## config.mk

```make
export PLATFORM = sky130hd
export DESIGN_NAME = cv3_column_collector
export DESIGN_NICKNAME = d
export VERILOG_FILES = /design/src/rtl/cnn_pkg.sv /design/src/rtl/cv3_colbuf_2bank.sv /design/src/rtl/cv3_column_collector.sv
export SDC_FILE = /design/constraint.sdc
export NUM_CORES = 2
export LEC_CHECK = 0
export CELL_PAD_IN_SITES_DETAIL_PLACEMENT = 0
export CELL_PAD_IN_SITES_GLOBAL_PLACEMENT = 2
export CORE_AREA = 3 3 651 653
export CTS_CLUSTER_SIZE = 40
export DETAILED_ROUTE_END_ITERATION = 10
export DIE_AREA = 0 0 654 656
export PLACE_DENSITY = 0.58
export SLEW_MARGIN = 10
export SYNTH_ARGS = -nofsm -noshare
export SYNTH_HDL_FRONTEND = slang
export SYNTH_SLANG_ARGS = --single-unit
```

## constraint.sdc

```tcl
create_clock -name clk -period 18.3 [get_ports clk]
set_input_delay 3.66 -clock clk [delete_from_list [all_inputs] [get_ports clk]]
set_output_delay 3.66 -clock clk [all_outputs]
set_load 0.05 [all_outputs]
```

## src/rtl/cnn_pkg.sv

```systemverilog
// Shared CNN types and layer-1 geometry used by the convolution channel blocks.
package cnn_pkg;

    // FP16 element; the collector never interprets it, only moves it around.
    typedef logic [15:0] fp16_t;

    // Layer-1 geometry: output column height and columns per feature map.
    localparam int L1_COL_SIZE = 10;
    localparam int L1_MAP_COLS = 10;

    // Replay side of the column collector.
    typedef enum logic {
        RD_IDLE   = 1'b0,
        RD_STREAM = 1'b1
    } rd_state_e;

endpackage

```

## src/rtl/cv3_colbuf_2bank.sv

```systemverilog
// Two-bank column store: one registered write port, one combinational read port.
module cv3_colbuf_2bank #(
    parameter int DATA_WIDTH = 16,
    parameter int COL_SIZE   = 10,
    parameter int MAP_COLS   = 10
) (
    input  logic                                 clk,
    input  logic                                 wr_en,
    input  logic                                 wr_bank,
    input  logic [$clog2(MAP_COLS)-1:0]          wr_col,
    input  logic [COL_SIZE-1:0][DATA_WIDTH-1:0]  wr_data,
    input  logic                                 rd_bank,
    input  logic [$clog2(MAP_COLS)-1:0]          rd_col,
    output logic [COL_SIZE-1:0][DATA_WIDTH-1:0]  rd_data
);

    logic [COL_SIZE-1:0][DATA_WIDTH-1:0] mem [2][MAP_COLS];

    // Storage is not reset: contents only matter once a bank is marked full.
    always_ff @(posedge clk) begin
        if (wr_en) begin
            mem[wr_bank][wr_col] <= wr_data;
        end
    end

    assign rd_data = mem[rd_bank][rd_col];

endmodule

```

## src/rtl/cv3_column_collector.sv

```systemverilog
// Column collector: captures producer columns into a ping-pong map buffer and
// replays each complete map downstream over a valid/ready handshake.
module cv3_column_collector
    import cnn_pkg::*;
#(
    parameter int DATA_WIDTH = $bits(fp16_t),
    parameter int COL_SIZE   = L1_COL_SIZE,
    parameter int MAP_COLS   = L1_MAP_COLS
) (
    input  logic                                 clk,
    input  logic                                 rst_n,
    input  logic                                 clr,
    input  logic [COL_SIZE-1:0][DATA_WIDTH-1:0]  col_in,
    input  logic                                 col_valid,
    output logic [COL_SIZE-1:0][DATA_WIDTH-1:0]  out_col,
    output logic                                 out_valid,
    input  logic                                 out_ready,
    output logic                                 out_last,
    output logic [$clog2(MAP_COLS)-1:0]          out_col_idx,
    output logic                                 overflow
);

    localparam int IDX_W = $clog2(MAP_COLS);
    localparam logic [IDX_W-1:0] LAST_COL = IDX_W'(MAP_COLS - 1);

    if (MAP_COLS < 2) begin : g_bad_map_cols
        $fatal(1, "cv3_column_collector: MAP_COLS must be at least 2");
    end

    rd_state_e                           state;
    logic [1:0]                          bank_full;
    logic [1:0]                          bank_full_nxt;
    logic                                wr_bank;
    logic                                rd_bank;
    logic [IDX_W-1:0]                    wr_col;
    logic [IDX_W-1:0]                    rd_col;
    logic [IDX_W-1:0]                    rd_addr;
    logic [COL_SIZE-1:0][DATA_WIDTH-1:0] rd_data;
    logic                                handshake;
    logic                                bank_release;
    logic                                wr_accept;
    logic                                wr_drop;
    logic                                wr_en;
    logic                                wr_map_done;

    // A bank frees up on the handshake of its last column; that same edge may
    // already accept a new column into it, so the release feeds wr_accept.
    assign handshake    = (state == RD_STREAM) && out_valid && out_ready;
    assign bank_release = handshake && out_last;
    assign wr_accept    = !bank_full[wr_bank] || (bank_release && (rd_bank == wr_bank));
    assign wr_drop      = col_valid && !wr_accept;
    assign wr_en        = col_valid && wr_accept && !clr;
    assign wr_map_done  = wr_en && (wr_col == LAST_COL);

    // IDLE always fetches column 0; STREAM pre-fetches the column after rd_col.
    assign rd_addr = ((state == RD_STREAM) && (rd_col != LAST_COL)) ? rd_col + IDX_W'(1) : '0;

    cv3_colbuf_2bank #(
        .DATA_WIDTH (DATA_WIDTH),
        .COL_SIZE   (COL_SIZE),
        .MAP_COLS   (MAP_COLS)
    ) u_colbuf (
        .clk     (clk),
        .wr_en   (wr_en),
        .wr_bank (wr_bank),
        .wr_col  (wr_col),
        .wr_data (col_in),
        .rd_bank (rd_bank),
        .rd_col  (rd_addr),
        .rd_data (rd_data)
    );

    // Write pointer advance and sticky overflow; a drop on a flush cycle still wins.
    always_ff @(posedge clk or negedge rst_n) begin
        if (!rst_n) begin
            wr_bank  <= 1'b0;
            wr_col   <= '0;
            overflow <= 1'b0;
        end else if (clr) begin
            wr_col   <= '0;
            overflow <= wr_drop;
        end else begin
            if (wr_drop) begin
                overflow <= 1'b1;
            end
            if (wr_en) begin
                if (wr_col == LAST_COL) begin
                    wr_col  <= '0;
                    wr_bank <= ~wr_bank;
                end else begin
                    wr_col <= wr_col + IDX_W'(1);
                end
            end
        end
    end

    // Full flags: release of the read bank and completion of the write bank are independent bits.
    always_comb begin
        bank_full_nxt = bank_full;
        if (bank_release) begin
            bank_full_nxt[rd_bank] = 1'b0;
        end
        if (wr_map_done) begin
            bank_full_nxt[wr_bank] = 1'b1;
        end
    end

    // Full-flag register; flush empties both banks.
    always_ff @(posedge clk or negedge rst_n) begin
        if (!rst_n) begin
            bank_full <= 2'b00;
        end else if (clr) begin
            bank_full <= 2'b00;
        end else begin
            bank_full <= bank_full_nxt;
        end
    end

    // Replay FSM: wait for a full bank, then present one column per handshake.
    always_ff @(posedge clk or negedge rst_n) begin
        if (!rst_n) begin
            state       <= RD_IDLE;
            rd_bank     <= 1'b0;
            rd_col      <= '0;
            out_col     <= '0;
            out_valid   <= 1'b0;
            out_last    <= 1'b0;
            out_col_idx <= '0;
        end else if (clr) begin
            state       <= RD_IDLE;
            rd_col      <= '0;
            out_valid   <= 1'b0;
            out_last    <= 1'b0;
            out_col_idx <= '0;
        end else begin
            case (state)
                RD_IDLE: begin
                    if (bank_full[rd_bank]) begin
                        out_col     <= rd_data;
                        out_valid   <= 1'b1;
                        out_last    <= 1'b0;
                        out_col_idx <= '0;
                        rd_col      <= '0;
                        state       <= RD_STREAM;
                    end
                end
                RD_STREAM: begin
                    if (handshake) begin
                        if (out_last) begin
                            rd_bank     <= ~rd_bank;
                            rd_col      <= '0;
                            out_valid   <= 1'b0;
                            out_last    <= 1'b0;
                            out_col_idx <= '0;
                            state       <= RD_IDLE;
                        end else begin
                            out_col     <= rd_data;
                            rd_col      <= rd_addr;
                            out_col_idx <= rd_addr;
                            out_last    <= (rd_addr == LAST_COL);
                        end
                    end
                end
                default: state <= RD_IDLE;
            endcase
        end
    end

endmodule

```

==> flow_metrics.tcl <==
set metrics [dict create \
    status "complete, no violations" \
    final_cell_area_mm2 0.1470 \
    gr-usage-met3_pct 2.248 \
    required_ns 18.85 \
    tightest_slew_ns 1.241 \
    fin_skew_ns 0.04930 \
    power_frac_seq_pct 53.2 \
    period_minus_slack_ns 7.155 \
    fmax_mhz 139.8 \
    syn-num-nets 7337 \
    nNetsFinal 7668 \
    clkPwrFrac_pct 45.5 \
    cts_sinks 3376 \
    final_antenna_net_count 0 \
    cp-start-kind "primary input" \
    overflow 0 \
    synth.distinct_cells 53 \
    min-delay-start "overflow" \
    cts_tree "done" \
    top_usage_layer "met2" \
    finalPower_w 0.01600 \
    htree_num_levels 5 \
    drtIter0Drc 5795 \
    syn_avg_cell_area_um2 17.49 \
    reg2reg_depth 11 \
    p_switching_w 0.003307 \
    grt_usage_pct 17.48 \
    cts_resized 0 \
    p_int_w 0.01269 \
    cts_setup_buffers 0 \
    slew_headroom_pct 17.25 \
    root_buffer "clkbuf_16" \
    timing.rr.start "rd_col[0]" \
    grt_pass1_wl_mm 548.8 \
    swShare_pct 20.67 \
    grt_pass1_vias 72095 \
    drt-total-wl_mm 383.7 \
    crit_fanout 44 \
    min_path_type "reg2reg" \
    reg2reg_slack_ns 11.98 \
    detail_route.wl_per_cell_um 28.75 \
    synth-edff-count 3200 \
    synth_top_cell_by_area "edfxtp_1" \
    placed_area_mm2 0.1351 \
    met1_usage_pct 23.13 \
    finalSetupViolCount 0 \
    ioPinCount 332 \
    ys_warn_count 0 \
    dieArea_mm2 0.4290 \
    p_per_area_mw_per_mm2 108.8 \
    synth.area.top_cells "edfxtp_1 77%, mux4_2 4.1%, a221oi_1 4.0%" \
    cts_buffer_depth 4 \
    clk_latency_ns 0.96 \
    routed-via-count 69825 \
    synth_most_common_cell "edfxtp_1" \
    cp-startpoint "out_ready" \
    endpoint_kind "flip-flop" \
    ys.flop_type "edfxtp_1" \
    grt_antenna_before_repair 33 \
    cap_violations 0 \
    place_inst 12647 \
    min_to "overflow" \
    ctsHoldBuffers 0 \
    grt_max_degree 183 \
    synthArstFlopShare_pct 5.213 \
    clkTransAtPathRegs_ns 0.06 \
    post-route-period-util_pct 39.10 \
    synth.cell_area_mm2 0.1254 \
    p_leak_nw 45.84 \
    netlist_instances 7170 \
    place.gp.congestion 0.7204 \
    viasPerCell 5.233 \
    ir_drop_uv 82.88 \
    rsz0062_at_grt "no" \
    ys_ff_latch 3376 \
    drc 0 \
    cts_buffers 372 \
    worstSetupPathType "in2reg" \
    die_w_um 654 \
    start_util_pct 29.92 \
    rows 238 \
    port_buffers 331 \
    hold_violations 0 \
    dpl.hpwl_mm 201.0 \
    core-area_mm2 0.4193 \
    worst_hold_path.num_cells 2 \
    drive_gt1_share_pct 11.92 \
    areaGrowthSynthToFinish_pct 17.20 \
    regToRegEndpoint "out_col[21]" \
    synth_commonest_cells "3,200 x edfxtp_1, 1,307 x nand2_1, 568 x a221oi_1, 408 x a31oi_1, 344 x clkbuf_1" \
    tns_ns 0 \
    slew_violations 0 \
    dr.pass1.iters 10 \
    worstPathArrival_ns 7.71 \
    yosys.area.top_type_share_pct 76.61 \
    combPwrFrac_pct 1.3 \
    ys_seq_area_share_pct 80.12 \
    use_met2_pct 30.54 \
    fin_cells 13344 \
    fp.dieH_um 656 \
]
worst max path at each step:
| stage | cells after the start | endpoint | slack [ns] |
|---|---|---|---|
| after floorplan | 7 | u_colbuf.mem[0][160] | 2.11 |
| after global placement | 10 | u_colbuf.mem[1][824] | 10.07 |
| after global routing | 10 | u_colbuf.mem[1][919] | 10.89 |
| after detailed placement | 10 | u_colbuf.mem[1][828] | 10.08 |
| final | 10 | u_colbuf.mem[1][918] | 11.15 |
| after CTS | 10 | u_colbuf.mem[1][829] | 11.12 |
layer usage:
| metal | vias up | wire length, µm |
|---|---|---|
| met3 | 484 | 18000 |
| met5 | - | 39 |
| met1 | 37573 | 162000 |
| met2 | 1911 | 195800 |
| met4 | 8 | 7877 |
| li1 | 29849 | - |
placed cells by master (no fill, tap or decap), types with 68 or more instances in the layout:
cell                n
nand2_1          1306
clkdlybuf4s50_1   330
nand3_1           252
clkinv_1           69
a311oi_1          158
edfxtp_1         3200
clkbuf_16         372
a22oi_1           158
a221oi_1          568
dfrtp_1           175
mux4_2            228
buf_4             115
a31oi_1           408
clkbuf_1           97
clkinv_2           68
critical path, stage by stage:
cell and delay (ns):
clkdlybuf4s50_1 0.55, and4_4 0.26, a21oi_2 0.06, nand2b_4 0.21
nor3_1 0.24, nand2b_1 0.38, nor2_4 0.19, buf_4 0.63
buf_4 0.70, buf_4 0.67
sequential cells by signal, indices dropped and copies added, names as in the netlist:
register      flops
wr_col            4
out_last          1
out_col         160
u_colbuf.mem   3200
rd_bank           1
bank_full         2
rd_col            4
overflow          1
out_valid         1
wr_bank           1
state             1
stage by stage:
stage               hold WS [ns]  utilization, %  setup WS (ns)
floorplan                 0.5551               -          2.111
detailed placement        0.5211           32.22          10.08
global placement          0.5177           32.22          10.07
global route              0.5634           35.06          10.89
CTS                       0.5324           35.06          11.12
finish                    0.5280           35.06          11.15
power by group through the flow:
stage | clock, W | sequential (W) | combinational, W
global route | 0.00779 | 0.00851 | 0.000230
finish | 0.00728 | 0.00851 | 0.000209
floorplan | 0 | 0.00868 | 0.0000237
global placement | 0 | 0.00867 | 0.000209
CTS | 0.00747 | 0.00851 | 0.000217
detailed placement | 0 | 0.00867 | 0.000217
cell type report:
class | instances | area, µm²
Tap cell | 5520 | 6907
Multi-Input combinational cell | 3275 | 23010
Clock buffer | 491 | 9976
Antenna cell | 8 | 20.02
Clock inverter | 198 | 1928
Fill cell | 39325 | 272300
Sequential cell | 3376 | 100500
Inverter | 8 | 45.04
Timing Repair Buffer | 468 | 4622
cell families after synthesis:
| kind of cell | share of synthesized area, % |
|---|---|
| AND/OR/NAND/NOR | 5.261 |
| XOR/XNOR | 0.02095 |
| buffers and inverters | 1.702 |
| multiplexers | 4.437 |
| AO/OA/AOI/OAI | 8.442 |
| flip-flops | 80.12 |
| adder cells (fa/ha/maj) | 0.01995 |
(Power assumes the default switching activity.)
